File: src/rtl/frame_pixel_tracker.sv
// Pixel/line/frame position tracker for a camera capture path: tags each valid pixel with x/y and SOF/EOL/EOF, flags size errors.
// Latency 1 cycle, no backpressure. Optional idle-frame timeout under macro FRAME_TIMEOUT_EN.
module frame_pixel_tracker #(
  parameter int IMAGE_WIDTH  = 384,
  parameter int IMAGE_HEIGHT = 288,
  parameter int TIMEOUT_CYC  = 1048575
) (
  input  logic        i_Sys_clk,
  input  logic        i_Rst_n,
  input  logic        i_Frame_start,
  input  logic        i_Line_start,
  input  logic        i_Din_valid,
  input  logic [15:0] i_Din,
  output logic [15:0] o_Dout,
  output logic        o_Dout_valid,
  output logic [11:0] o_Pix_x,
  output logic [11:0] o_Line_y,
  output logic        o_Sof,
  output logic        o_Eol,
  output logic        o_Eof,
  output logic [15:0] o_Frame_cnt,
  output logic        o_Size_err,
  output logic        o_Busy
);

  localparam logic [11:0] LAST_X = 12'(IMAGE_WIDTH - 1);
  localparam logic [11:0] LAST_Y = 12'(IMAGE_HEIGHT - 1);

  typedef enum logic {IDLE, ACTIVE} state_t;

  state_t      r_state, w_state_nxt;
  logic [11:0] r_x, r_y, w_x_nxt, w_y_nxt;
  logic        w_pix, w_last_x, w_done, w_err_nxt;

`ifdef FRAME_TIMEOUT_EN
  localparam logic [19:0] TMO_LAST = 20'(TIMEOUT_CYC - 1);
  logic [19:0] r_tmo, w_tmo_nxt;
`endif

  assign w_pix    = (r_state == ACTIVE) && i_Din_valid;
  assign w_last_x = (r_x == LAST_X);
  assign w_done   = w_pix && w_last_x && (r_y == LAST_Y);
  assign o_Busy   = (r_state == ACTIVE);

  always_comb begin
    w_state_nxt = r_state;
    w_x_nxt     = r_x;
    w_y_nxt     = r_y;
    w_err_nxt   = 1'b0;
`ifdef FRAME_TIMEOUT_EN
    w_tmo_nxt   = '0;
`endif
    case (r_state)
      IDLE: begin
        if (i_Frame_start) begin
          w_state_nxt = ACTIVE;
          w_x_nxt     = '0;
          w_y_nxt     = '0;
        end
      end
      ACTIVE: begin
        if (w_pix) begin
          if (w_last_x) begin
            w_x_nxt = '0;
            w_y_nxt = r_y + 12'd1;
          end else begin
            w_x_nxt = r_x + 12'd1;
          end
        end
        if (w_done) begin
          w_state_nxt = IDLE;
          w_y_nxt     = '0;
        end
        // The pixel is accounted first; a frame start on the final pixel is a clean handover.
        if (i_Frame_start) begin
          w_err_nxt   = !w_done;
          w_state_nxt = ACTIVE;
          w_x_nxt     = '0;
          w_y_nxt     = '0;
        end else if (i_Line_start && (w_x_nxt != 12'd0)) begin
          w_err_nxt = 1'b1;
          w_x_nxt   = '0;
          w_y_nxt   = w_y_nxt + 12'd1;
        end
`ifdef FRAME_TIMEOUT_EN
        if (!w_pix && !i_Frame_start) begin
          if (r_tmo == TMO_LAST) begin
            w_err_nxt   = 1'b1;
            w_state_nxt = IDLE;
          end else begin
            w_tmo_nxt = r_tmo + 20'd1;
          end
        end
`endif
      end
      default: w_state_nxt = IDLE;
    endcase
  end

  always_ff @(posedge i_Sys_clk) begin
    if (!i_Rst_n) begin
      r_state      <= IDLE;
      r_x          <= '0;
      r_y          <= '0;
      o_Dout       <= '0;
      o_Dout_valid <= 1'b0;
      o_Pix_x      <= '0;
      o_Line_y     <= '0;
      o_Sof        <= 1'b0;
      o_Eol        <= 1'b0;
      o_Eof        <= 1'b0;
      o_Frame_cnt  <= '0;
      o_Size_err   <= 1'b0;
`ifdef FRAME_TIMEOUT_EN
      r_tmo        <= '0;
`endif
    end else begin
      r_state      <= w_state_nxt;
      r_x          <= w_x_nxt;
      r_y          <= w_y_nxt;
      o_Size_err   <= w_err_nxt;
      o_Dout_valid <= w_pix;
      o_Sof        <= w_pix && (r_x == 12'd0) && (r_y == 12'd0);
      o_Eol        <= w_pix && w_last_x;
      o_Eof        <= w_done;
      if (w_pix) begin
        o_Dout   <= i_Din;
        o_Pix_x  <= r_x;
        o_Line_y <= r_y;
      end
      if (w_done) o_Frame_cnt <= o_Frame_cnt + 16'd1;
`ifdef FRAME_TIMEOUT_EN
      r_tmo        <= w_tmo_nxt;
`endif
    end
  end

endmodule

File: config.mk
export PLATFORM = sky130hd
export DESIGN_NAME = frame_pixel_tracker
export DESIGN_NICKNAME = d
export VERILOG_FILES = /design/src/rtl/frame_pixel_tracker.sv
export SDC_FILE = /design/constraint.sdc
export NUM_CORES = 1
export LEC_CHECK = 0
export CORE_ASPECT_RATIO = 1.5
export CORE_MARGIN = 2
export CORE_UTILIZATION = 59
export DETAILED_ROUTE_END_ITERATION = 6
export DONT_BUFFER_PORTS = 1
export PLACE_DENSITY = 0.86
export SETUP_SLACK_MARGIN = 0.05
export SKIP_LAST_GASP = 1
export SYNTH_ARGS = -nofsm -noshare
export SYNTH_HDL_FRONTEND = slang
export SYNTH_SLANG_ARGS = --single-unit
File: constraint.sdc
create_clock -name i_Sys_clk -period 4.15 [get_ports i_Sys_clk]
set_input_delay 0.83 -clock i_Sys_clk [delete_from_list [all_inputs] [get_ports i_Sys_clk]]
set_output_delay 0.83 -clock i_Sys_clk [all_outputs]
set_load 0.02 [all_outputs]
After elaboration in Yosys (flattened, before gate mapping)

Index checks and enable logic that the tools add are counted.

Output and inout port bits: 62
Logic and storage cells: 51
Register bits after elaboration: 86

$add $sub $neg: 4
Eq/ne operators: 3
Bitwise gates (word level): 1
Reductions and logical operators: 11
Mux-type cells: 20

Operator list:

| cell                                                              | count |
|---|---|
| 12-bit two-way mux                                                | 12 |
| 12-bit case mux with 2 select lines                               | 2 |
| 12-bit by 1-bit adder with 12-bit output (second input constant)  | 3 |
| 12-bit by 9-bit == test with 1-bit output (second input constant) | 2 |
| 12-bit zero test                                                  | 2 |
| 16-bit by 1-bit adder with 16-bit output (second input constant)  | 1 |
| 12-bit nonzero test                                               | 1 |
| 1-bit logical AND                                                 | 6 |
| 1-bit two-way mux                                                 | 5 |
| 2-bit inequality test (second input constant)                     | 1 |
| 1-bit case mux with 2 select lines                                | 1 |
| 2-bit AND reduction                                               | 1 |
| 1-bit zero test                                                   | 1 |
| 1-bit inverter                                                    | 1 |

Logic depth before layout (Yosys ltp)

Gate-level depths: netlist of run 1.

Word-level depth: 9
Mapped depth: 12
Gate-level depth less buffers: 11

Least setup slack after synthesis of run 1

OpenSTA, ideal clock, no wires.

Path kind: in2reg
Start point: input i_Din_valid
End point: register r_y[8]
Arrival time: 3.014 ns
Setup slack: 1.010 ns
Path buffers: 1
Cell stages on the path: 8
Data required time: 4.024 ns
Cell sequence: buf_2 -> nand4_1 -> or4_4 -> o41ai_1 -> o21ai_0 -> nor4_1 -> mux2i_1 -> o31ai_1

Cells in the longest elaborated chain, start to end: 9

RTL lines:

| element                                  | line | source |
|---|---|---|
| start, declared                          | 12   | `input logic i_Din_valid,` |
| 1-bit logical AND *                      | 40   | `assign w_pix = (r_state == ACTIVE) && i_Din_valid;` |
| 1-bit logical AND (2 in series)          | 42   | `assign w_done = w_pix && w_last_x && (r_y == LAST_Y);` |
| 12-bit two-way mux                       | 70   | `if (w_done) begin` |
| 12-bit two-way mux                       | 53   | `case (r_state)` |
| 12-bit by 1-bit adder with 12-bit output | 83   | `w_y_nxt = w_y_nxt + 12'd1;` |
| 12-bit two-way mux *                     | 80   | `end else if (i_Line_start && (w_x_nxt != 12'd0)) begin` |
| 12-bit two-way mux *                     | 75   | `if (i_Frame_start) begin` |
| 12-bit case mux with 2 select lines *    | 53   |  |
| end signal, assigned                     | 120  | `r_y <= w_y_nxt;` |
| end, declared                            | 32   | `logic [11:0] r_x, r_y, w_x_nxt, w_y_nxt;` |

Mark *: on every way between the ends. The rest lies on a longest branch, timed or not. The select of a mux whose other input is x is not followed.
A chain may end at the register's enable or synchronous reset.

Final worst setup path of run 1

Start point: register r_x[5]
End point: register r_y[9]

Cells in the longest elaborated chain, start to end: 9

RTL lines:

| element                                                                                                      | line   | source |
|---|---|---|
| start, declared                                                                                              | 32     |  |
| start signal, assigned                                                                                       | 119    | `r_x <= w_x_nxt;` |
| 12-bit by 9-bit == test with 1-bit output / 12-bit by 1-bit adder with 12-bit output (equally long branches) | 41, 67 |  |
| 12-bit two-way mux / 1-bit logical AND (equally long branches)                                               | 63, 42 |  |
| 12-bit two-way mux / 1-bit logical AND (equally long branches)                                               | 62, 42 |  |
| 12-bit two-way mux, on equally long branches                                                                 | 70, 53 |  |
| 12-bit two-way mux / 12-bit nonzero test (equally long branches)                                             | 53, 80 |  |
| 12-bit by 1-bit adder with 12-bit output / 1-bit logical AND (equally long branches)                         | 83, 80 |  |
| 12-bit two-way mux *                                                                                         | 80     |  |
| 12-bit two-way mux *                                                                                         | 75     |  |
| 12-bit case mux with 2 select lines *                                                                        | 53     |  |

Marked as above.

==> results.md, run 1 <==
* CTS tree: yes
* Routed WL at about 12 mm
* Synthesized area per cell at ~8 µm²
* Synth Instances at 578
* Adder-cell share of the synthesized area at 0.0162
* Worst Hold Class: flip-flop to flip-flop
* Post-cts repair resize count at 0
* Fmax at approximately 310 MHz
* Clock Sinks at 86
* Worst-Margin Slew at roughly 0.8 ns
* Hold Crit Start: r_y[10]
* # fillers at roughly 660
* Root Buffer: clkbuf_16
* Slew HR at 0.472
* Yosys top cell area share at 0.372
* Final hold vios at 0
* Die width at between 70 and 80 µm
* I/O Pins at 83
* Synth cell types at 66
* Clock Latency Late Sink at around 0.35 ns
* Startpoint types: flip-flop
* Post-synth net total at a little over 600
* First-pass GRT wire length at just under 20 mm
* Pins Over Slew Limit at 0
* Async set or reset register ratio after synthesis at 0
* CTS clock-pin slew for the worst setup and hold paths at about 0.06 ns
* Setup Crit Path Kind: flip-flop to flip-flop
* Total GRT Usage at 0.277
* Post-synth EDFFs at 0
* CP Capture Type: flip-flop
* Pleak at 1.58 nW
* Initial Util at 0.608
* Via count at between 4000 and 5000
* Hold Buf Count CTS at 0
* Cell with the most instances after synthesis: nand2_1
* Largest family of logic cells by synthesized area: simple AND/OR/NAND/NOR gates
* Vias in the first global route at slightly above 4000
* Die area at roughly 8600 µm²
* Synth Area in Simple Gates at 0.309
* Htree depth at 3
* I/O Buffers at 0
* Clock buffer depth at 2
* Pwr Density at approximately 340 nW/µm²
* # rows at 39
* Outcome: finished clean
* Tmin final at roughly 3.2 ns
* Layout Nets at 580
* Worst Path Required at approximately 4.4 ns
* Final Cycle Share at 0.776
* #FFs+latches synth at 86
* Worst VDD drop at approximately 220 µV
* Pin count of the biggest net entering global routing at 62
* Cell Area, Synth at between 4000 and 5000 µm²
* Core box area at ~7600 µm²
* Synth Area in XOR/XNOR at 0.0360
* Chip Height at approximately 110 µm
* # setup viols final at 0
* Layout Utilization at 0.643
* Setup Fix Bufs, Post-CTS at 0
* Share of cells above drive strength 1 at 0.0699
* Compound-Gate Fraction of Synth Area at 0.203
* Post-DRT Antenna Nets at 0
* DR WL/cell at between 15 and 20 µm
* RSZ-0062 raised after global routing: no
* DP Wirelength at just over 8 mm
* Num CTS Buffers at 9
* Max-cap viol count at 0
* Area leader, netlist: dfxtp_1
* Via density at about 6.3
* Place WS at 1.04 ns
* Arrival @ worst endpoint at about 3.5 ns
* Sum Neg Setup Slack at 0 ns
* YS warnings at 0
* Most instantiated cells after synthesis: nand2_1, dfxtp_1, a21boi_0
* Synth-to-Final Area Change at 5.79%
* CP Max Fanout at 14
* Post-synth top flop: dfxtp_1
* Post-synthesis sequential area ratio at 0.372
* Drt pass-1 iters at 5
* # diodes at 0
* Final clock skew at between 0.007 and 0.008 ns
* Drt initial violations at 292
* Critical path startpoint: r_x[5]
* Synth area leaders: dfxtp_1, nand2_1, a21boi_0, nor2_1, o21ai_0
* PnR worst setup slack at ~0.93 ns
* Initial antenna violation count at 0
* DR DRC count at 0
* Total congestion overflow at 0
* Worst r2r src: r_x[5]
* Mux contribution to synthesized area at 0.0130
* Routability-driven placement congestion ratio at roughly 0.99
-- cell usage in the layout, fill, tap and decap left out, types with 5 or more instances in the layout --
master and n:
clkbuf_16 9, buf_4 6, nor4_1 11, nand2_1 109
nand4_1 14, mux2i_1 6, a21boi_0 47, and3_1 11
inv_1 11, nor2b_1 5, and2_1 15, xnor2_1 11
nand3_1 23, nor2_1 36, and4_1 5, o21ai_0 27
ha_1 6, a31oi_1 5, nor3_1 15, xor2_1 8
dfxtp_1 86, a21oi_1 19, or3_1 8
-- kinds of logic after synthesis --
group / Yosys count
buffers and inverters: 54
AOI/OAI and AO/OA: 132
xor gates and xnor gates: 19
DFF: 86
muxes: 6
and+or+nand+nor: 275
adders and majority gates: 6
-- layout make-up --
class                      instances  area (µm²)  area share
clock buffer                      10         239      0.0488
clock inverter                     6        45.0     0.00920
inverter                          12        45.0     0.00920
multi-input combinational        438        2670       0.546
sequential                        86        1720       0.352
tap                              102         128      0.0261
timing repair buffer               6        45.0     0.00920
-- flip-flops by register name, indices dropped and copies added, names as in the netlist --
signal and count:
o_Frame_cnt 16, o_Eof 1, o_Pix_x 12, o_Dout 16
r_x 12, o_Busy 1, o_Eol 1, r_y 12
o_Line_y 12, o_Sof 1, o_Size_err 1, o_Dout_valid 1
-- power breakdown --
group	switching [W]	leakage, nW	internal (W)
registers	0.0000180	0.695	0.000835
logic	0.0000471	0.756	0.0000237
clock network	0.000340	0.132	0.000424
-- metal layers --
metal	part of all wire	vias to the layer above	global-route usage	wire, µm
li1	-	2002	-	-
met1	0.38	1952	0.303	4520
met2	0.50	170	0.474	5880
met3	0.067	46	0.0627	789
met4	0.052	0	0.193	615
met5	0	-	0	0
-- path summary, 6_finish.rpt --
kind	to	slack, ns	cells after the start
min	o_Line_y[10]	0.53	2
max	r_y[9]	0.93	9
max reg2reg	r_y[9]	0.93	9
min reg2reg	o_Line_y[10]	0.53	2
-- stage by stage --
stage / hold WS [ns] / cell area, µm² / power (W) / std cells
final: 0.534 / 4900 / 0.00169 / 660
after global routing: 0.579 / 4900 / 0.00174 / 660
after CTS: 0.537 / 4900 / 0.00170 / 660
after detailed placement: 0.529 / 4610 / 0.000941 / 644
after global placement: 0.524 / 4610 / 0.000939 / 644
after floorplan: 0.488 / 4630 / 0.000931 / 578
-- critical path: stages, from the launching register on --
cell,delay [ns]
dfxtp_1,0.56
nand4_1,0.50
nor4_1,0.66
xnor2_1,0.12
nor2_1,0.14
nand3_1,0.10
a2111oi_0,0.65
buf_4,0.23
a211o_1,0.11
nand3_1,0.05
Note: power is estimated with default switching activity, not from simulation.
==> run 2: changes to the inputs <==
- clock period: 4.15 -> 3.3 ns (I/O delays scaled with it)
==> results.md, run 2 (synthesis gave the netlist of run 1 again) <==
* Slew HR at 0.412 (was 0.472)
* Final clock skew at 0.00714 ns (was 0.00731 ns)
* Arrival @ worst endpoint at 3.33 ns (was 3.46 ns)
* CTS clock-pin slew for the worst setup and hold paths at 0.07 ns (was 0.06 ns)
* Internal at 0.00175 W (was 0.00128 W)
* Via count at 4225 (was 4170)
* DP Area at 4720 µm² (was 4610 µm²)
* Synth-to-Final Area Change at 9.14% (was 5.79%)
* Most frequent cells in the layout: nand2_1, dfxtp_1, a21boi_0 (unchanged)
* First-pass GRT wire length at 20.0 mm (was 19.4 mm)
* Commonest non-fill, non-tap cell in the layout: nand2_1 (unchanged)
* Die area at 8580 µm² (unchanged)
* Crit path cell chain: ha_1, buf_4, and4_1, nand4_1, nor2_1, nand4_1, or3_1, or3_1, a21boi_0 (was nand4_1, nor4_1, xnor2_1, nor2_1, nand3_1, a2111oi_0, buf_4, a211o_1, nand3_1)
* # diodes at 0 (unchanged)
* Tmin final at 3.07 ns (was 3.22 ns)
* Combinational power share at 0.042 (about the same)
* Chip Height at 112 µm (unchanged)
* Switch Pwr at 0.000506 W (was 0.000405 W)
* I/O Buffers at 0 (unchanged)
* CTS tree: yes (unchanged)
* Reg2reg path depth at 9 (unchanged)
* Worst Path Required at 3.56 ns (was 4.39 ns)
* WP buf/inv at 1 (unchanged)
* Die width at 76.3 µm (unchanged)
* R2R Setup Slk at 0.23 ns (was 0.93 ns)
* Worst VDD drop at 295 µV (was 220 µV)
* Via density at 6.27 (was 6.32)
* Pwr Density at 447 nW/µm² (was 345 nW/µm²)
* Delay-heaviest family, CP: simple AND/OR/NAND/NOR gates (unchanged)
* # rows at 39 (unchanged)
* Pleak at 1.68 nW (was 1.58 nW)
* Pins Over Slew Limit at 0 (unchanged)
* R2r endpoint: o_Frame_cnt[15] (was r_y[9])
* Final Cycle Share at 0.930 (was 0.776)
* DP Wirelength at 8.71 mm (was 8.29 mm)
* Hold WS at 0.440 ns (was 0.534 ns)
* Clock power share at 0.485 (was 0.453)
* Share of cells above drive strength 1 at 0.0944 (was 0.0699)
* Fmax at 326 MHz (was 311 MHz)
* Clock buffer depth at 2 (unchanged)
* Total congestion overflow at 0 (unchanged)
* Pin count of the biggest net entering global routing at 62 (unchanged)
* Total GRT Usage at 0.289 (was 0.277)
* Drt initial violations at 241 (was 292)
* Num CTS Buffers at 9 (unchanged)
* Switch share at 0.224 (was 0.240)
* CP Capture Type: flip-flop (unchanged)
* # setup viols final at 0 (unchanged)
* CP endpoint: o_Frame_cnt[15] (was r_y[9])
* Sum Neg Setup Slack at 0 ns (unchanged)
* CP peak stage delay at 0.47 ns (was 0.66 ns)
* Final hold vios at 0 (unchanged)
* Worst Hold Class: input pin to flip-flop (was flip-flop to flip-flop)
* Worst-Margin Slew at 0.883 ns (was 0.793 ns)
* Clock Latency Late Sink at 0.34 ns (was 0.35 ns)
* Worst r2r src: r_x[1] (was r_x[5])
* CP Max Fanout at 10 (was 14)
* Routed WL at 12.2 mm (was 11.8 mm)
* Seq pwr share at 0.473 (was 0.505)
* Drt pass-1 iters at 5 (unchanged)
* Initial Util at 0.608 (unchanged)
* RSZ-0062 raised after global routing: no (unchanged)
* DR DRC count at 0 (unchanged)
* Largest regs: o_Dout x16, o_Frame_cnt x16 (unchanged)
* Initial antenna violation count at 0 (unchanged)
* Routability-driven placement congestion ratio at 1.05 (was 0.993)
* Vias in the first global route at 4158 (was 4055)
* Clock Sinks at 86 (unchanged)
* Outcome: finished clean (unchanged)
* DR WL/cell at 18.1 µm (was 17.9 µm)
* Htree depth at 3 (unchanged)
* Core box area at 7610 µm² (unchanged)
* Root Buffer: clkbuf_16 (unchanged)
* Layout Utilization at 0.664 (was 0.643)
* Post-DRT Antenna Nets at 0 (unchanged)
* # fillers at 621 (was 662)
* Finished Cell Area at 5050 µm² (was 4900 µm²)
* I/O Pins at 83 (unchanged)
* Setup Crit Path Kind: flip-flop to flip-flop (unchanged)
* CP Depth at 9 (unchanged)
* Max-cap viol count at 0 (unchanged)
* Slowest cell on the critical path: or3_1 (was nor4_1)
* Layout Nets at 594 (was 580)
* Startpoint types: flip-flop (unchanged)
* Critical path startpoint: r_x[1] (was r_x[5])
-- run 2: final cells by class --
type / instances / area, µm² / area share
clock buffer: 10 / 229 / 0.0453
clock inverter: 6 / 93.8 / 0.0186
inverter: 12 / 45.0 / 0.00892
multi-input combinational: 438 / 2680 / 0.531
sequential: 86 / 1720 / 0.341
tap: 102 / 128 / 0.0253
timing repair buffer: 20 / 150 / 0.0297
-- run 2: power groups by stage --
stage	logic (W)	clock network, W	registers [W]
final	0.0000943	0.00109	0.00107
after CTS	0.0000931	0.00110	0.00107
after floorplan	0.0000785	0	0.00109
after global routing	0.000104	0.00114	0.00107
after global placement	0.0000901	0	0.00109
after detailed placement	0.0000924	0	0.00109
-- run 2: worst min-delay path by stage --
stage	startpoint	to	slack, ns	cells past startpoint
after global placement	r_y[10]	o_Line_y[10]	0.53	2
final	i_Rst_n	o_Frame_cnt[13]	0.44	1
after CTS	i_Rst_n	o_Frame_cnt[13]	0.44	1
after floorplan	r_y[11]	o_Line_y[11]	0.49	2
after detailed placement	r_y[4]	o_Line_y[4]	0.53	2
after global routing	i_Rst_n	o_Frame_cnt[4]	0.44	1
-- run 2: per-stage QoR --
stage / power, W / setup slack, ns / std cells
floorplan: 0.00117 / 0.330 / 578
detailed placement: 0.00119 / 0.312 / 658
global placement: 0.00118 / 0.334 / 658
CTS: 0.00226 / 0.290 / 674
finish: 0.00226 / 0.232 / 674
global route: 0.00231 / 0.0629 / 674
-- run 2: per-layer routing --
layer | routed length, µm | vias to the layer above | global-route usage
li1 | - | 2021 | -
met1 | 4630 | 1969 | 0.314
met5 | 0 | - | 0
met2 | 6070 | 189 | 0.503
met4 | 678 | 0 | 0.189
met3 | 805 | 46 | 0.0619
-- run 2: what timing repair did --
item,4_1_cts,5_1_grt
endpoints found under the setup margin,0,2
hold endpoints to repair,0,0
buffers inserted,0,0
resized for setup,0,2
hold buffers,0,0
==> run 3: changes to the inputs <==
- CTS_CLUSTER_DIAMETER: unset -> 40
==> results of run 3 <==
No change in the layout: final DEF, timing and power equal those of run 2.
